**src/rtl/reduce_result_dispatch_if.sv**
```systemverilog
// Result-dispatch port bundle: capture input, network and host output handshakes, status.
interface reduce_result_dispatch_if #(
    parameter int DataWidth = 64,
    parameter int FifoAw    = 2
);
    logic                 res_valid;
    logic [DataWidth-1:0] res_packet;
    logic                 net_valid;
    logic                 net_ready;
    logic [DataWidth-1:0] net_packet;
    logic                 host_valid;
    logic                 host_ready;
    logic [DataWidth-1:0] host_packet;
    logic                 busy;
    logic                 overflow;
    logic [FifoAw:0]      fifo_count;

    modport master (
        output res_valid, res_packet, net_ready, host_ready,
        input  net_valid, net_packet, host_valid, host_packet, busy, overflow, fifo_count
    );

    modport slave (
        input  res_valid, res_packet, net_ready, host_ready,
        output net_valid, net_packet, host_valid, host_packet, busy, overflow, fifo_count
    );
endinterface

```
**src/rtl/reduce_result_dispatch.sv**
```systemverilog
// Buffers completed reductions, rewrites routing and sends to tree parent (net) or host (root).
// Optional RESULT_BCAST_EN: after an allreduce reaches the host, fan the result out to every non-root rank.
module reduce_result_dispatch #(
    parameter int DataWidth = 64,
    parameter int FifoDepth = 4,
    parameter int FifoAw    = 2
) (
    input  logic                    clk,
    input  logic                    rst,
    reduce_result_dispatch_if.slave bus
);
    typedef enum logic [1:0] {
        S_IDLE  = 2'd0,
        S_NET   = 2'd1,
        S_HOST  = 2'd2
`ifdef RESULT_BCAST_EN
        ,S_BCAST = 2'd3
`endif
    } state_e;

    localparam logic [FifoAw:0] FullCount = (FifoAw+1)'(FifoDepth);

    logic [DataWidth-1:0] mem_q [FifoDepth];
    logic [FifoAw-1:0]    wr_ptr_q, rd_ptr_q;
    logic [FifoAw:0]      count_q;
    logic                 overflow_q;
    logic                 full, empty, push, pop;
    logic [DataWidth-1:0] head;

    state_e               state_q, state_d;
    logic [DataWidth-1:0] pkt_q, pkt_d;
    logic                 take;
    logic                 net_active;

    function automatic logic [DataWidth-1:0] rewrite(input logic [DataWidth-1:0] p);
        logic [2:0] rank, root, v_m1, dst;
        logic [DataWidth-1:0] r;
        rank = p[39:37];
        root = p[42:40];
        v_m1 = rank - root - 3'd1;
        if (rank != root && p[51:50] == 2'b01)
            dst = root + (v_m1 >> 1);
        else
            dst = root;
        r        = p;
        r[63]    = 1'b1;
        r[62]    = 1'b1;
        r[61:59] = rank;
        r[58:56] = dst;
        return r;
    endfunction

`ifdef RESULT_BCAST_EN
    // Root field of the held packet survives the rewrite, so it drives src/skip for every step.
    function automatic logic [DataWidth-1:0] bcast_step(input logic [DataWidth-1:0] p,
                                                       input logic [2:0] r);
        logic [DataWidth-1:0] q;
        q        = p;
        q[63]    = 1'b1;
        q[62]    = 1'b0;
        q[55:52] = 4'h3;
        q[61:59] = p[42:40];
        q[58:56] = r;
        return q;
    endfunction

    logic [3:0] bc_cs, bc_root, bc_first, bc_next;
`endif

    // Full is judged on the registered count, so a pop in the same cycle does not save a write.
    assign full  = (count_q == FullCount);
    assign empty = (count_q == '0);
    assign push  = bus.res_valid && !full;
    assign head  = mem_q[rd_ptr_q];

    always_ff @(posedge clk) begin
        if (push)
            mem_q[wr_ptr_q] <= bus.res_packet;
    end

    always_ff @(posedge clk) begin
        if (rst) begin
            wr_ptr_q   <= '0;
            rd_ptr_q   <= '0;
            count_q    <= '0;
            overflow_q <= 1'b0;
        end else begin
            if (push)
                wr_ptr_q <= wr_ptr_q + 1'b1;
            if (pop)
                rd_ptr_q <= rd_ptr_q + 1'b1;
            case ({push, pop})
                2'b10:   count_q <= count_q + 1'b1;
                2'b01:   count_q <= count_q - 1'b1;
                default: count_q <= count_q;
            endcase
            if (bus.res_valid && full)
                overflow_q <= 1'b1;
        end
    end

    always_ff @(posedge clk) begin
        if (rst) begin
            state_q <= S_IDLE;
            pkt_q   <= '0;
        end else begin
            state_q <= state_d;
            pkt_q   <= pkt_d;
        end
    end

    always_comb begin
        state_d = state_q;
        pkt_d   = pkt_q;
        pop     = 1'b0;
        take    = 1'b0;
`ifdef RESULT_BCAST_EN
        bc_cs    = {1'b0, pkt_q[45:43]};
        bc_root  = {1'b0, pkt_q[42:40]};
        bc_first = (bc_root == 4'd0) ? 4'd1 : 4'd0;
        bc_next  = {1'b0, pkt_q[58:56]} + 4'd1;
        if (bc_next == bc_root)
            bc_next = bc_next + 4'd1;
`endif
        case (state_q)
            S_IDLE: take = 1'b1;
            S_NET:  take = bus.net_ready;
            S_HOST: begin
                if (bus.host_ready) begin
`ifdef RESULT_BCAST_EN
                    if (pkt_q[55:52] == 4'h2 && bc_cs > 4'd1) begin
                        state_d = S_BCAST;
                        pkt_d   = bcast_step(pkt_q, bc_first[2:0]);
                    end else begin
                        take = 1'b1;
                    end
`else
                    take = 1'b1;
`endif
                end
            end
`ifdef RESULT_BCAST_EN
            S_BCAST: begin
                if (bus.net_ready) begin
                    if (bc_next < bc_cs)
                        pkt_d = bcast_step(pkt_q, bc_next[2:0]);
                    else
                        state_d = S_IDLE;
                end
            end
`endif
            default: state_d = S_IDLE;
        endcase

        // Popping straight out of a completed handshake keeps one transfer per cycle.
        if (take) begin
            state_d = S_IDLE;
            if (!empty) begin
                pop = 1'b1;
                if (head[63]) begin
                    pkt_d   = rewrite(head);
                    state_d = (head[39:37] == head[42:40]) ? S_HOST : S_NET;
                end
            end
        end
    end

`ifdef RESULT_BCAST_EN
    assign net_active = (state_q == S_NET) || (state_q == S_BCAST);
`else
    assign net_active = (state_q == S_NET);
`endif

    assign bus.net_valid   = net_active;
    assign bus.net_packet  = net_active ? pkt_q : '0;
    assign bus.host_valid  = (state_q == S_HOST);
    assign bus.host_packet = (state_q == S_HOST) ? pkt_q : '0;
    assign bus.busy        = !empty || (state_q != S_IDLE);
    assign bus.overflow    = overflow_q;
    assign bus.fifo_count  = count_q;
endmodule

```
**src/flat_wrapper.sv**
```systemverilog
// flat-port wrapper written by rule: the top's interface ports become plain ports
module reduce_result_dispatch_flat 
#(
    parameter int DataWidth = 64,
    parameter int FifoDepth = 4,
    parameter int FifoAw    = 2
)
  (clk, rst, bus_res_valid, bus_res_packet, bus_net_ready, bus_host_ready, bus_net_valid, bus_net_packet, bus_host_valid, bus_host_packet, bus_busy, bus_overflow, bus_fifo_count);
  reduce_result_dispatch_if #(.DataWidth(DataWidth), .FifoAw(FifoAw)) bus_i ();
  input  logic clk;
  input  logic rst;
  input wire logic [$bits(bus_i.res_valid)-1:0] bus_res_valid;
  input wire logic [$bits(bus_i.res_packet)-1:0] bus_res_packet;
  input wire logic [$bits(bus_i.net_ready)-1:0] bus_net_ready;
  input wire logic [$bits(bus_i.host_ready)-1:0] bus_host_ready;
  output wire logic [$bits(bus_i.net_valid)-1:0] bus_net_valid;
  output wire logic [$bits(bus_i.net_packet)-1:0] bus_net_packet;
  output wire logic [$bits(bus_i.host_valid)-1:0] bus_host_valid;
  output wire logic [$bits(bus_i.host_packet)-1:0] bus_host_packet;
  output wire logic [$bits(bus_i.busy)-1:0] bus_busy;
  output wire logic [$bits(bus_i.overflow)-1:0] bus_overflow;
  output wire logic [$bits(bus_i.fifo_count)-1:0] bus_fifo_count;
  assign bus_i.res_valid = bus_res_valid;
  assign bus_i.res_packet = bus_res_packet;
  assign bus_i.net_ready = bus_net_ready;
  assign bus_i.host_ready = bus_host_ready;
  assign bus_net_valid = bus_i.net_valid;
  assign bus_net_packet = bus_i.net_packet;
  assign bus_host_valid = bus_i.host_valid;
  assign bus_host_packet = bus_i.host_packet;
  assign bus_busy = bus_i.busy;
  assign bus_overflow = bus_i.overflow;
  assign bus_fifo_count = bus_i.fifo_count;
  reduce_result_dispatch #(.DataWidth(DataWidth), .FifoDepth(FifoDepth), .FifoAw(FifoAw)) u_core (.clk(clk), .rst(rst), .bus(bus_i));
endmodule
```
**config.mk**
```make
export PLATFORM = sky130hd
export DESIGN_NAME = reduce_result_dispatch_flat
export DESIGN_NICKNAME = d
export VERILOG_FILES = /design/src/rtl/reduce_result_dispatch_if.sv /design/src/rtl/reduce_result_dispatch.sv /design/src/flat_wrapper.sv
export SDC_FILE = /design/constraint.sdc
export NUM_CORES = 1
export LEC_CHECK = 0
export BUFFER_PORTS_ARGS = -buffer_cell sky130_fd_sc_hd__buf_2
export CAP_MARGIN = 15
export CORE_MARGIN = 2
export CORE_UTILIZATION = 56
export DETAILED_ROUTE_END_ITERATION = 10
export PLACE_DENSITY = 0.82
export SYNTH_ARGS = -nofsm -noshare
export SYNTH_HDL_FRONTEND = slang
export SYNTH_SLANG_ARGS = --single-unit
```
**constraint.sdc**
```tcl
create_clock -name clk -period 3.5 [get_ports clk]
set_input_delay 0.7 -clock clk [delete_from_list [all_inputs] [get_ports clk]]
set_output_delay 0.7 -clock clk [all_outputs]
set_load 0.1 [all_outputs]
```
# Yosys cells after proc, flatten, opt, wreduce, memory -nomap -nowiden

Memory sizes are Yosys's and may differ from the RTL's. A register that Yosys moved wholly into a read port is not among the register bits.
Cells that the tools add are included.

Memories kept: 1
RAM bits: 256
Input bits: 69
Flip-flop bits (word level): 73

$add $sub $neg: 7
Mux-type cells: 17
Eq/ne operators: 9
Bitwise gates (word level): 1
Reduce and logical (&&, ||, !) cells: 12

Memory list:

| name         | words | bits a word | rd ports | clocked after memory_dff | write ports | RTL line                     | text |
|---|---|---|---|---|---|---|---|
| u_core.mem_q | 4     | 64          | 1        | 1                        | 1           | reduce_result_dispatch.sv:23 | `logic [DataWidth-1:0] mem_q [FifoDepth];` |

Operators by type and width:

| kind                                                               | count |
|---|---|
| 64-bit two-way mux                                                 | 2 |
| 2-bit two-way mux                                                  | 7 |
| 2-bit by 1-bit == test with 1-bit output, second input constant    | 3 |
| 3-bit one-hot mux with 2 select lines                              | 1 |
| 3-bit by 1-bit subtractor with 3-bit output, second input constant | 2 |
| 1-bit two-way mux                                                  | 5 |
| 2-bit by 1-bit adder with 2-bit output, second input constant      | 2 |
| 2-bit == test, second input constant                               | 2 |
| 2-bit nonzero test                                                 | 2 |
| 3-bit by 1-bit adder with 3-bit output, second input constant      | 1 |
| 3-bit by 2-bit adder with 3-bit output                             | 1 |
| 3-bit == test                                                      | 1 |
| 3-bit == test, second input constant                               | 1 |
| 1-bit logical AND                                                  | 3 |
| 3-bit logical NOT                                                  | 1 |
| 3-bit two-way mux                                                  | 1 |
| 3-bit != test                                                      | 1 |
| 1-bit one-hot mux with 3 select lines                              | 1 |
| 3-bit AND reduction                                                | 1 |
| 3-bit OR reduction                                                 | 1 |
| 3-bit subtractor                                                   | 1 |
| 1-bit logical NOT                                                  | 2 |
| 2-bit logical NOT                                                  | 1 |
| 2-bit by 1-bit != test with 1-bit output, second input constant    | 1 |
| 2 further kinds                                                    | 2 |

# Logic depth before layout (Yosys ltp)

Depth after elaboration: 5
Gate-level depth with buffers: 11

# Worst setup path before layout

Ideal clock, no wire load.

Path kind: register -> output
Start: register u_core.state_q[0]
End: output port bus_net_packet[59]
Cell stages (with the launch flop): 5
Setup slack: -0.201 ns
Arrival time: 3.001 ns
Cells stage by stage: dfxtp_1 nor2b_1 clkbuf_1 and2_1 buf_4

Word-level cells in the longest chain between the ends: 2

RTL lines:

| what                                     | RTL line                      | text |
|---|---|---|
| from (decl)                              | reduce_result_dispatch.sv:30  | `state_e state_q, state_d;` |
| from (signal assigned)                   | reduce_result_dispatch.sv:107 | `state_q <= state_d;` |
| 2-bit by 1-bit == test with 1-bit output | reduce_result_dispatch.sv:171 | `assign net_active = (state_q == S_NET);` |
| named net bus_net_valid                  | flat_wrapper.sv:16            | `output wire logic [$bits(bus_i.net_valid)-1:0] bus_net_valid;` |
| 64-bit two-way mux                       | reduce_result_dispatch.sv:175 | `assign bus.net_packet = net_active ? pkt_q : '0;` |
| to (decl)                                | flat_wrapper.sv:17            | `output wire logic [$bits(bus_i.net_packet)-1:0] bus_net_packet;` |

The timed path passes the listed nets, and every way through them passes these cells.

# Worst setup path in the final report

Start: register u_core.state_q[0]
End: output port bus_net_packet[60]

Word-level cells in the longest chain between the ends: 2

RTL lines:

| what                                     | RTL line |
|---|---|
| 2-bit by 1-bit == test with 1-bit output | reduce_result_dispatch.sv:171 |
| 64-bit two-way mux                       | reduce_result_dispatch.sv:175 |

No other way between the ends.

==> flow_metrics.py <==
metrics = {
    "drt": {
        "wirelength_mm": 23.4,
        "vias": 6629,
        "drc": 0,
        "drt-vias-per-instance": 5.42,
        "drtPass1Iterations": 5,
        "ant_nets": 0,
        "drt-initial-drc-count": 423,
        "wl_per_cell_um": 19.2,
    },
    "setup_path": {
        "critPathMaxFanout": 40,
        "crit_path_start_kind": "flop",
        "criticalPathCategory": "reg -> out",
        "arrival_ps": 2400,
        "critPathCaptureType": "output port",
        "cp_data_required_time_ps": 2800,
    },
    "place": {
        "placedCellCount": 1165,
        "hpwl_mm": 14.5,
        "dpl-instance-area_um2": 13200,
        "place.gp.congestion": 0.718,
        "port_buffers": 196,
    },
    "grt": {
        "grt_pass1_wl_mm": 36.0,
        "first_global_vias": 6558,
        "grt_use_total": 0.210,
        "grt_max_degree": 45,
        "grt-ovfl-total": 0,
        "antenna_found_initial": 4,
    },
    "synth": {
        "synthArstFlopShare": 0,
        "ys_warn_count": 0,
        "syn_area_per_cell_um2": 16.4,
        "ys.flop_type": "edfxtp_1",
        "syn_area_um2": 12000,
        "yosysSeqAreaShare": 0.693,
        "synth_seq_cells": 300,
        "post_synth_num_cell_types": 37,
        "synth_fp_nets": 808,
        "synth_edf_count": 228,
        "synthCells": 728,
    },
    "cells_and_area": {
        "nNetsFinal": 1002,
        "final_cell_mix": "edfxtp_1 (228), buf_2 (196), and2_1 (121)",
        "area_growth_pct": 19.7,
        "fin_area_um2": 14300,
        "stdcell_count": 1222,
        "layout_commonest_cell": "edfxtp_1",
        "final_layout_size_suffix_gt1_frac": 0.353,
    },
    "timing": {
        "max_clock_freq_mhz": 323,
        "slew_headroom": 0.518,
        "skew_ps": 7.98,
        "setup_viol": 0,
        "final-max-slew-violation-count": 0,
        "fin_crit_sh": 0.885,
        "rsz0062_at_grt": "no",
        "setup_tns_ps": 0,
        "hold_viol_final": 0,
        "tightest_slew_ps": 724,
        "finalCriticalPeriod_ps": 3100,
    },
    "power_and_ir_drop": {
        "leakage_nw": 5.48,
        "power.total_mw": 11.8,
        "vdd_ir_drop_max_mv": 0.554,
        "p_per_area_nw_per_um2": 826,
    },
    "clock_network": {
        "path_clk_slew_ps": 70,
        "clk_latency_ps": 550,
        "clockBufferDepth": 3,
        "cts_tree": "yes",
        "cts-root-buf": "clkbuf_16",
        "ctsResizeCount": 0,
        "numCtsBuffers": 30,
        "ctsHoldBuffers": 0,
        "post_cts_buffers": 0,
        "h-tree-depth": 1,
        "cts.sinks": 300,
    },
    "worst_hold_path": {
        "min_path_type": "in -> reg",
    },
    "die": {
        "die_area_um2": 22600,
        "die_h_um": 150,
        "core_um2": 21000,
        "ios": 204,
        "die_x_um": 150,
        "initial_core_util": 0.569,
        "rows": 53,
    },
    "flow_run": {
        "cap_violations": 0,
    },
    "status": {
        "status": "complete, no violations",
    },
}
-- layout make-up --
| class | instances | area, um^2 |
|---|---|---|
| multi-input combinational | 367 | 3380 |
| fill | 1383 | 6700 |
| antenna | 2 | 5.00 |
| clock inverter | 20 | 258 |
| inverter | 12 | 45.0 |
| clock buffer | 35 | 810 |
| tap | 275 | 344 |
| sequential | 300 | 8290 |
| timing repair buffer | 211 | 1180 |
-- metal layers --
layer	vias to the layer above	routed length [um]	track usage	part of all wire
met3	27	1600	0.0391	0.068
met4	2	253	0.0382	0.011
met5	-	13	0	0.00056
li1	3061	-	-	-
met1	3323	9650	0.276	0.41
met2	216	11900	0.372	0.51
-- path summary, 6_finish.rpt --
| kind | startpoint | to | slack (ps) | cells after the start |
|---|---|---|---|---|
| worst max-delay path | u_core.state_q[0] | bus_net_packet[60] | 400 | 4 |
| worst min-delay path | bus_res_packet[22] | u_core.mem_q[0][22] | 370 | 1 |
| worst max register to register | flop | u_core.pkt_q[57] | 570 | 10 |
| worst min register to register | u_core.pkt_q[22] | u_core.pkt_q[22] | 480 | 2 |
-- critical path, stage by stage, from the launching register on --
cell	delay, ps
dfxtp_1	430
nor2b_4	560
buf_12	260
and2_1	170
buf_2	430
-- power by group --
| group | switching, mW | internal, mW |
|---|---|---|
| Sequential | 0.350 | 4.42 |
| Combinational | 2.27 | 1.42 |
| Clock | 1.34 | 2.03 |
| Total | 3.95 | 7.87 |
-- cells in the mapped netlist, types with 2 or more instances --
cell type  number  area share
dfxtp_1        72        0.12
nor2_1         62       0.019
nand3_1         3      0.0013
xnor2_1         3      0.0022
buf_4           9      0.0056
ha_1            8      0.0084
mux4_1          2      0.0044
a211oi_2        2      0.0021
and2_1        125       0.065
a21oi_1        12      0.0050
buf_6           7      0.0066
nand2_1        19      0.0060
buf_2           6      0.0025
fa_1            3      0.0050
nor2b_1         3      0.0016
xor2_1          3      0.0022
clkbuf_1       27      0.0085
mux2i_1        50       0.042
mux4_2         55        0.10
inv_1          11      0.0035
edfxtp_1      228        0.57
or3_1           3      0.0016
-- logic make-up after synthesis --
kind of cell               after synthesis  share of synthesized area
DFF                                    300                      0.693
adders and majority gates               11                     0.0134
AOI/OAI and AO/OA                       22                     0.0130
xor gates and xnor gates                 7                    0.00575
buffers and inverters                   61                     0.0270
muxes                                  107                      0.150
and+or+nand+nor                        220                     0.0985
-- per-stage QoR --
stage,worst slack (ps),hold slack (ps),util
after floorplan,127,440,-
after detailed placement,540,475,0.630
after global routing,203,347,0.681
final,402,368,0.681
after global placement,568,447,0.630
after CTS,348,348,0.681
-- state kept, by name, summed over array words and instances (netlist names), named ones only --
signal	count
u_core.mem_q	228
u_core.pkt_q	60
u_core.bus.fifo_count	3
u_core.rd_ptr_q	2
u_core.state_q	2
u_core.wr_ptr_q	2
u_core.bus.overflow	1
(Power assumes the default switching activity.)
